==> src/rtl/glitch_sweep_sequencer.sv <==
// Register-programmed glitch parameter sweep: walks a delay x duration grid,
// repeats each point REPEAT times, arms the external glitcher per attempt and
// records the first hit, attempt count and timeout status.
module glitch_sweep_sequencer #(
   parameter logic [31:0] TIMEOUT_CYCLES = 32'd1000000,
   parameter logic [7:0]  ARM_CODE       = 8'h01
) (
   input  logic        i_Clk,
   input  logic        i_Rst,
   input  logic        i_reg_valid,
   output logic        o_reg_ready,
   input  logic [5:0]  i_reg_addr,
   input  logic [3:0]  i_reg_wstrb,
   input  logic [31:0] i_reg_wdata,
   output logic [31:0] o_reg_rdata,
   output logic        o_glitch_delay_DV,
   output logic [31:0] o_glitch_delay,
   output logic        o_glitch_duration_DV,
   output logic [31:0] o_glitch_duration,
   output logic        o_glitch_ctrl_DV,
   output logic [7:0]  o_glitch_ctrl,
   input  logic        i_glitch_done,
   input  logic        i_attempt_hit,
   output logic        o_irq
);

   typedef enum logic [2:0] {
      S_IDLE, S_LOAD_DLY, S_LOAD_DUR, S_ARM, S_WAIT, S_NEXT, S_DONE
   } state_t;

   state_t      state, state_nx;

   logic        stop_on_hit;
   logic [31:0] dly_start, dly_stop, dly_step;
   logic [31:0] dur_start, dur_stop, dur_step;
   logic [7:0]  rep_cfg;
   logic        done, timeout, hit, hit_this;
   logic [31:0] hit_dly, hit_dur, attempts;
   logic [31:0] cur_dly, cur_dur, tmo_cnt;
   logic [7:0]  rep;
   logic        abort_q;

   logic [3:0]  idx;
   logic        wr, ctrl_wr, busy, start_req, abort_req;
   logic [32:0] dly_sum, dur_sum;
   logic        dly_exh, dur_exh, rep_more, tmo_hit;
   logic [7:0]  rep_lim;
   logic        dly_dv, dur_dv, ctl_dv;
   logic [7:0]  ctl_val;
   logic        rep_inc, dur_adv, dly_adv, tmo_fire;
   logic        unused_addr_bits;

   assign unused_addr_bits = ^i_reg_addr[1:0];

   assign idx       = i_reg_addr[5:2];
   assign wr        = i_reg_valid && (i_reg_wstrb != '0);
   assign ctrl_wr   = wr && (idx == 4'd0);
   assign busy      = (state != S_IDLE) && (state != S_DONE);
   assign abort_req = ctrl_wr && i_reg_wdata[1] && busy;
   // abort beats start when both bits arrive in one write
   assign start_req = ctrl_wr && i_reg_wdata[0] && !i_reg_wdata[1] && (state == S_IDLE);

   assign dly_sum  = {1'b0, cur_dly} + {1'b0, dly_step};
   assign dur_sum  = {1'b0, cur_dur} + {1'b0, dur_step};
   assign dly_exh  = dly_sum[32] || (dly_sum > {1'b0, dly_stop}) || (dly_step == '0);
   assign dur_exh  = dur_sum[32] || (dur_sum > {1'b0, dur_stop}) || (dur_step == '0);
   assign rep_lim  = (rep_cfg == '0) ? 8'd1 : rep_cfg;
   assign rep_more = ({1'b0, rep} + 9'd1) < {1'b0, rep_lim};
   assign tmo_hit  = ({1'b0, tmo_cnt} + 33'd1) >= {1'b0, TIMEOUT_CYCLES};

   assign o_reg_ready          = i_reg_valid;
   assign o_irq                = done;
   assign o_glitch_delay_DV    = dly_dv;
   assign o_glitch_delay       = dly_dv ? cur_dly : '0;
   assign o_glitch_duration_DV = dur_dv;
   assign o_glitch_duration    = dur_dv ? cur_dur : '0;
   assign o_glitch_ctrl_DV     = ctl_dv;
   assign o_glitch_ctrl        = ctl_val;

   // state register
   always_ff @(posedge i_Clk or posedge i_Rst) begin
      if (i_Rst) state <= S_IDLE;
      else       state <= state_nx;
   end

   // next-state decode, load strobes and datapath step controls
   always_comb begin
      state_nx = state;
      dly_dv   = 1'b0;
      dur_dv   = 1'b0;
      ctl_dv   = 1'b0;
      ctl_val  = '0;
      rep_inc  = 1'b0;
      dur_adv  = 1'b0;
      dly_adv  = 1'b0;
      tmo_fire = 1'b0;
      // the disarm after an abort lands in IDLE, where nothing else drives a strobe
      if (abort_q) ctl_dv = 1'b1;
      case (state)
         S_IDLE:     if (start_req) state_nx = S_LOAD_DLY;
         S_LOAD_DLY: begin
            dly_dv   = 1'b1;
            state_nx = S_LOAD_DUR;
         end
         S_LOAD_DUR: begin
            dur_dv   = 1'b1;
            state_nx = S_ARM;
         end
         S_ARM: begin
            ctl_dv   = 1'b1;
            ctl_val  = ARM_CODE;
            state_nx = S_WAIT;
         end
         S_WAIT: begin
            if (i_glitch_done) begin
               state_nx = S_NEXT;
            end else if (tmo_hit && !abort_req) begin
               tmo_fire = 1'b1;
               ctl_dv   = 1'b1;
               state_nx = S_DONE;
            end
         end
         S_NEXT: begin
            if (hit_this && stop_on_hit) begin
               state_nx = S_DONE;
            end else if (rep_more) begin
               rep_inc  = 1'b1;
               state_nx = S_ARM;
            end else if (!dur_exh) begin
               dur_adv  = 1'b1;
               state_nx = S_LOAD_DUR;
            end else if (!dly_exh) begin
               dly_adv  = 1'b1;
               state_nx = S_LOAD_DLY;
            end else begin
               state_nx = S_DONE;
            end
         end
         S_DONE:  state_nx = S_IDLE;
         default: state_nx = S_IDLE;
      endcase
      if (abort_req) begin
         state_nx = S_IDLE;
         rep_inc  = 1'b0;
         dur_adv  = 1'b0;
         dly_adv  = 1'b0;
      end
   end

   // configuration registers, sweep position, counters and status flags
   always_ff @(posedge i_Clk or posedge i_Rst) begin
      if (i_Rst) begin
         stop_on_hit <= 1'b0;
         dly_start   <= '0;
         dly_stop    <= '0;
         dly_step    <= '0;
         dur_start   <= '0;
         dur_stop    <= '0;
         dur_step    <= '0;
         rep_cfg     <= '0;
         done        <= 1'b0;
         timeout     <= 1'b0;
         hit         <= 1'b0;
         hit_this    <= 1'b0;
         hit_dly     <= '0;
         hit_dur     <= '0;
         attempts    <= '0;
         cur_dly     <= '0;
         cur_dur     <= '0;
         tmo_cnt     <= '0;
         rep         <= '0;
         abort_q     <= 1'b0;
      end else begin
         abort_q <= abort_req;
         if (wr && !busy) begin
            case (idx)
               4'd1:    dly_start <= i_reg_wdata;
               4'd2:    dly_stop  <= i_reg_wdata;
               4'd3:    dly_step  <= i_reg_wdata;
               4'd4:    dur_start <= i_reg_wdata;
               4'd5:    dur_stop  <= i_reg_wdata;
               4'd6:    dur_step  <= i_reg_wdata;
               4'd7:    rep_cfg   <= i_reg_wdata[7:0];
               default: ;
            endcase
         end
         if (ctrl_wr) stop_on_hit <= i_reg_wdata[2];
         if (start_req) begin
            done     <= 1'b0;
            timeout  <= 1'b0;
            hit      <= 1'b0;
            attempts <= '0;
            cur_dly  <= dly_start;
            cur_dur  <= dur_start;
            rep      <= '0;
         end
         if (state == S_ARM)       tmo_cnt <= '0;
         else if (state == S_WAIT) tmo_cnt <= tmo_cnt + 32'd1;
         if ((state == S_WAIT) && i_glitch_done && !abort_req) begin
            if (attempts != '1) attempts <= attempts + 32'd1;
            hit_this <= i_attempt_hit;
            if (i_attempt_hit && !hit) begin
               hit     <= 1'b1;
               hit_dly <= cur_dly;
               hit_dur <= cur_dur;
            end
         end
         if (tmo_fire) timeout <= 1'b1;
         if (rep_inc)  rep <= rep + 8'd1;
         if (dur_adv) begin
            rep     <= '0;
            cur_dur <= dur_sum[31:0];
         end
         if (dly_adv) begin
            rep     <= '0;
            cur_dur <= dur_start;
            cur_dly <= dly_sum[31:0];
         end
         if (state == S_DONE) done <= 1'b1;
      end
   end

   // register read mux
   always_comb begin
      o_reg_rdata = '0;
      case (idx)
         4'd0:    o_reg_rdata = {29'b0, stop_on_hit, 2'b0};
         4'd1:    o_reg_rdata = dly_start;
         4'd2:    o_reg_rdata = dly_stop;
         4'd3:    o_reg_rdata = dly_step;
         4'd4:    o_reg_rdata = dur_start;
         4'd5:    o_reg_rdata = dur_stop;
         4'd6:    o_reg_rdata = dur_step;
         4'd7:    o_reg_rdata = {24'b0, rep_cfg};
         4'd8:    o_reg_rdata = {28'b0, hit, timeout, done, busy};
         4'd9:    o_reg_rdata = hit_dly;
         4'd10:   o_reg_rdata = hit_dur;
         4'd11:   o_reg_rdata = attempts;
         default: o_reg_rdata = '0;
      endcase
   end

endmodule

==> config.mk <==
export PLATFORM = sky130hd
export DESIGN_NAME = glitch_sweep_sequencer
export DESIGN_NICKNAME = d
export VERILOG_FILES = /design/src/rtl/glitch_sweep_sequencer.sv
export SDC_FILE = /design/constraint.sdc
export NUM_CORES = 1
export LEC_CHECK = 0
export ABC_CLOCK_PERIOD_IN_PS = 24500
export BUFFER_PORTS_ARGS = -buffer_cell sky130_fd_sc_hd__buf_2
export CAP_MARGIN = 30
export CORE_AREA = 2 2 291 293
export DETAILED_ROUTE_END_ITERATION = 10
export DIE_AREA = 0 0 293 295
export HOLD_SLACK_MARGIN = 0.1
export PLACE_DENSITY = 0.52
export SYNTH_ARGS = -nofsm -noshare
export SYNTH_HDL_FRONTEND = slang
export SYNTH_SLANG_ARGS = --single-unit
==> constraint.sdc <==
create_clock -name i_Clk -period 24.5 [get_ports i_Clk]
set_input_delay 0 -clock i_Clk [delete_from_list [all_inputs] [get_ports i_Clk]]
set_output_delay 0 -clock i_Clk [all_outputs]
set_load 0.03 [all_outputs]
==> impl_metrics.prom <==
# TYPE chip_impl_metric gauge
chip_impl_metric{name="synth.yosys.seq_area_share",unit="%"} 41.2
chip_impl_metric{name="crit_required",unit="ns"} 24.98
chip_impl_metric{name="dr.pass1.iters",unit=""} 9
chip_impl_info{name="yosysMostFrequentCell",value="sky130_fd_sc_hd__dfrtp_1"} 1
chip_impl_info{name="setup.worst_path.class",value="flip-flop to flip-flop"} 1
chip_impl_metric{name="async_flop_share",unit="%"} 100
chip_impl_metric{name="cts.clk_slew.worst_paths",unit="ns"} 0.06
chip_impl_metric{name="synth-seq-cells",unit=""} 409
chip_impl_metric{name="ctsHtreeMaxLevel",unit=""} 2
chip_impl_metric{name="placedInstanceArea",unit="um2"} 26700
chip_impl_metric{name="setup_viol",unit=""} 0
chip_impl_metric{name="post_synthesis_instance_total",unit=""} 2607
chip_impl_info{name="reg2reg_from",value="dur_step[0]$_DFFE_PP0P_"} 1
chip_impl_info{name="synth_top_area_cell",value="sky130_fd_sc_hd__dfrtp_1"} 1
chip_impl_metric{name="irDropWorstVdd",unit="V"} 0.0000568
chip_impl_metric{name="number_of_flops_mapped_to_enable_cells_by_yosys",unit=""} 0
chip_impl_info{name="tritoncts_clock_tree",value="done"} 1
chip_impl_metric{name="antenna_violations_before_repair",unit=""} 1
chip_impl_metric{name="layout_min_cycle_time",unit="ns"} 7.61
chip_impl_metric{name="portbufs",unit=""} 146
chip_impl_metric{name="post_synth.cell_area_avg",unit="um2"} 9.54
chip_impl_info{name="cts-root-buf",value="sky130_fd_sc_hd__clkbuf_16"} 1
chip_impl_metric{name="timing.final.crit_share",unit="%"} 31.1
chip_impl_metric{name="cts_max_path_bufs",unit=""} 3
chip_impl_metric{name="finish.instance_area",unit="um2"} 28700
chip_impl_metric{name="finalWeightedCongestion",unit=""} 0.912
chip_impl_metric{name="clock.fmax",unit="GHz"} 0.131
chip_impl_metric{name="die_height",unit="um"} 295
chip_impl_metric{name="rows",unit=""} 106
chip_impl_metric{name="die-width",unit="um"} 293
chip_impl_metric{name="insertion_delay",unit="ns"} 0.62
chip_impl_metric{name="max_cap_violations",unit=""} 0
chip_impl_metric{name="cts.sink_count",unit=""} 409
chip_impl_metric{name="cts_made_buffers",unit=""} 48
chip_impl_metric{name="drc_errors",unit=""} 0
chip_impl_metric{name="grt_max_degree",unit=""} 93
chip_impl_metric{name="crit_arrival",unit="ns"} 8.09
chip_impl_metric{name="number_of_global_route_vias_before_repair",unit=""} 20600
chip_impl_metric{name="io_pins",unit=""} 156
chip_impl_metric{name="initial_utilization",unit="%"} 29.9
chip_impl_metric{name="finClkSkew",unit="ns"} 0.0340
chip_impl_metric{name="layout_setup_ws",unit="ns"} 16.89
chip_impl_metric{name="final_net_count",unit=""} 2924
chip_impl_metric{name="slew_headroom",unit="%"} 33.3
chip_impl_metric{name="hold_ws",unit="ns"} 0.0453
chip_impl_metric{name="crit_fanout",unit=""} 28
chip_impl_info{name="critPathLaunch",value="dur_step[0]$_DFFE_PP0P_"} 1
chip_impl_metric{name="ys_warn_count",unit=""} 0
chip_impl_metric{name="first_pass_grt_wire_length",unit="mm"} 139
chip_impl_metric{name="postCtsHoldBufs",unit=""} 39
chip_impl_metric{name="finish.utilization",unit="%"} 34.5
chip_impl_metric{name="dr_total_vias",unit=""} 21500
chip_impl_metric{name="worstMarginPinSlew",unit="ns"} 0.995
chip_impl_metric{name="totalWireLength",unit="mm"} 93.8
chip_impl_metric{name="routed_wire_length_per_instance",unit="um"} 24.4
chip_impl_metric{name="grt_overflow_total",unit=""} 0
chip_impl_metric{name="synth_largest_type_area_fraction",unit="%"} 41.2
chip_impl_metric{name="hold_viol_final",unit=""} 0
chip_impl_metric{name="fillerInstances",unit=""} 8500
chip_impl_metric{name="timing.setup.tns",unit="ns"} 0
chip_impl_metric{name="leakagePower",unit="nW"} 13.3
chip_impl_metric{name="viasPerCell",unit=""} 5.59
chip_impl_info{name="rsz0062_at_grt",value="false"} 1
chip_impl_metric{name="gr-usage-all-layers",unit="%"} 21.4
chip_impl_metric{name="report.final.slew_viol_count",unit=""} 0
chip_impl_metric{name="drt_iter0_markers",unit=""} 2149
chip_impl_metric{name="post_route_cells_drive_above_1_share",unit="%"} 17.7
chip_impl_info{name="synthTopCellsByCount",value="sky130_fd_sc_hd__dfrtp_1, sky130_fd_sc_hd__nand2_1, sky130_fd_sc_hd__o21ai_0"} 1
chip_impl_metric{name="cts-resized-gates",unit=""} 0
chip_impl_metric{name="die_area",unit="um2"} 86400
chip_impl_info{name="start_kind",value="flip-flop"} 1
chip_impl_metric{name="pre_cts_ws",unit="ns"} 17.08
chip_impl_metric{name="route.antenna.remaining_nets",unit=""} 0
chip_impl_info{name="critical_path.endpoint_type",value="flip-flop"} 1
chip_impl_info{name="yosys_most_used_dff",value="sky130_fd_sc_hd__dfrtp_1"} 1
chip_impl_info{name="hold_path_class",value="primary input to async pin"} 1
chip_impl_metric{name="post-cts-setup-buffer-count",unit=""} 0
chip_impl_info{name="outcome",value="complete, no violations"} 1
chip_impl_metric{name="synthDistinctLibCells",unit=""} 85
chip_impl_metric{name="half_perimeter_wire_length_of_the_detailed_placement_result",unit="mm"} 67.7
chip_impl_metric{name="post_synth_instance_area",unit="um2"} 24900
chip_impl_metric{name="flow.area_growth_from_synthesis",unit="%"} 15.4
chip_impl_info{name="yosys-top-cells-area",value="sky130_fd_sc_hd__dfrtp_1, sky130_fd_sc_hd__mux2_2, sky130_fd_sc_hd__ha_1, sky130_fd_sc_hd__o21ai_0, sky130_fd_sc_hd__nand2_1"} 1
chip_impl_metric{name="power_density",unit="nW/um2"} 99.7
chip_impl_metric{name="coreArea",unit="um2"} 83200
cells in the final DEF, fill, tap and decap left out, types with 14 or more instances in the layout:
cell                            instances
sky130_fd_sc_hd__and2_1                75
sky130_fd_sc_hd__nor3_1                26
sky130_fd_sc_hd__a222oi_1              28
sky130_fd_sc_hd__nor2_1               116
sky130_fd_sc_hd__and3_1                17
sky130_fd_sc_hd__a21o_1                37
sky130_fd_sc_hd__buf_4                 39
sky130_fd_sc_hd__o211ai_1              42
sky130_fd_sc_hd__nor4_1                25
sky130_fd_sc_hd__nand2b_1              17
sky130_fd_sc_hd__dlygate4sd3_1         39
sky130_fd_sc_hd__ha_1                 139
sky130_fd_sc_hd__or3_1                 14
sky130_fd_sc_hd__nand2_1              257
sky130_fd_sc_hd__nand3_1              103
sky130_fd_sc_hd__inv_1                128
sky130_fd_sc_hd__a22o_1                28
sky130_fd_sc_hd__xor2_1                35
sky130_fd_sc_hd__o31ai_1               21
sky130_fd_sc_hd__mux2i_1               17
sky130_fd_sc_hd__dfrtp_1              409
sky130_fd_sc_hd__clkbuf_16             48
sky130_fd_sc_hd__o21ai_0              211
sky130_fd_sc_hd__buf_2                147
sky130_fd_sc_hd__mux2_2               182
sky130_fd_sc_hd__nand4_1               50
sky130_fd_sc_hd__a221oi_1              33
sky130_fd_sc_hd__xnor2_1               40
sky130_fd_sc_hd__a21oi_1              104
sky130_fd_sc_hd__a221o_1               17
sky130_fd_sc_hd__a22oi_1               56
sky130_fd_sc_hd__a31oi_1               15
registers in the layout, summed over array words and instances (netlist names):
| register | count |
|---|---|
| cur_dly | 32 |
| dur_stop | 32 |
| dly_start | 32 |
| rep_cfg | 8 |
| abort_q | 1 |
| dur_step | 32 |
| hit_dur | 32 |
| dly_step | 32 |
| cur_dur | 32 |
| state | 3 |
| o_irq | 1 |
| stop_on_hit | 1 |
| dly_stop | 32 |
| timeout | 1 |
| rep | 8 |
| hit | 1 |
| tmo_cnt | 32 |
| hit_this | 1 |
| dur_start | 32 |
| hit_dly | 32 |
| attempts | 32 |
worst max-delay path: stages, from the launching register on:
cell and delay, ns:
sky130_fd_sc_hd__dfrtp_1 0.51, sky130_fd_sc_hd__ha_1 0.32, sky130_fd_sc_hd__fa_1 0.43, sky130_fd_sc_hd__a211oi_1 0.30, sky130_fd_sc_hd__nor2_1 0.12, sky130_fd_sc_hd__o31ai_1 0.61
sky130_fd_sc_hd__a211oi_2 0.22, sky130_fd_sc_hd__o21ai_2 0.34, sky130_fd_sc_hd__o21bai_1 0.23, sky130_fd_sc_hd__a31oi_1 0.38, sky130_fd_sc_hd__o311ai_0 0.34, sky130_fd_sc_hd__ha_1 0.41
sky130_fd_sc_hd__a21o_1 0.16, sky130_fd_sc_hd__a21o_1 0.20, sky130_fd_sc_hd__or4_1 0.56, sky130_fd_sc_hd__a2111o_1 0.42, sky130_fd_sc_hd__a31oi_4 0.26, sky130_fd_sc_hd__a2111oi_4 0.12
sky130_fd_sc_hd__buf_4 0.25, sky130_fd_sc_hd__or2_2 0.48, sky130_fd_sc_hd__buf_4 0.37, sky130_fd_sc_hd__a221o_1 0.40
power breakdown:
part	leakage, nW	switching, mW	internal, mW	total [mW]
Combinational	7.14	0.627	0.412	1.04
Clock	0.765	0.311	0.408	0.720
Sequential	5.35	0.236	0.865	1.10
Total	13.3	1.17	1.69	2.86
final cells by class:
cell class	count	area [um2]	area share (%)
Antenna cell	1	2.50	0.00872
Timing Repair Buffer	229	1500	5.22
Inverter	129	492	1.71
Sequential cell	409	10200	35.7
Tap cell	1080	1350	4.71
Clock buffer	68	1360	4.73
Multi-Input combinational cell	1919	13600	47.3
Clock inverter	17	186	0.650
final timing paths:
kind / slack, ns / end / cells after the start
setup / recovery: 16.89 / cur_dur[30]$_DFFE_PP0P_ / 21
hold / removal: 0.05 / dur_start[2]$_DFFE_PP0P_ / 3
setup reg to reg: 16.89 / cur_dur[30]$_DFFE_PP0P_ / 21
hold reg to reg: 0.48 / tmo_cnt[19]$_DFFE_PP0N_ / 1
max in group asynchronous: 22.34 / dur_stop[25]$_DFFE_PP0P_ / 5
min in group i_Clk: 0.19 / state[2]$_DFFE_PP0P_ / 4
per-layer routing:
layer  vias up  GRT usage [%]  share of wire [%]
li1       9910              -                  -
met1     10800           29.7                 45
met2       681           34.1                 45
met3       136           3.50                6.2
met4         0           6.43                3.0
met5         -              0                  0
metrics by stage:
step	instances	total power, mW
2_1_floorplan	2613	1.74
3_3_place_gp	3722	2.11
3_5_place_dp	3726	2.13
4_1_cts	3850	2.86
5_1_grt	3851	3.03
6_report	3852	2.86
kinds of logic (layout without fill, tap and decap cells):
kind of cell / Yosys count / after routing / synth area share, %
compound gates: 708 / 708 / 19.5
simple gates: 789 / 789 / 16.0
xor+xnor: 75 / 75 / 2.64
mux: 199 / 199 / 8.93
other cells: 1 / 8 / 0.0151
flops: 409 / 409 / 41.2
buf+inv: 285 / 443 / 4.64
fa+ha+maj: 141 / 141 / 7.16
Power figures use the tool's default switching activity.
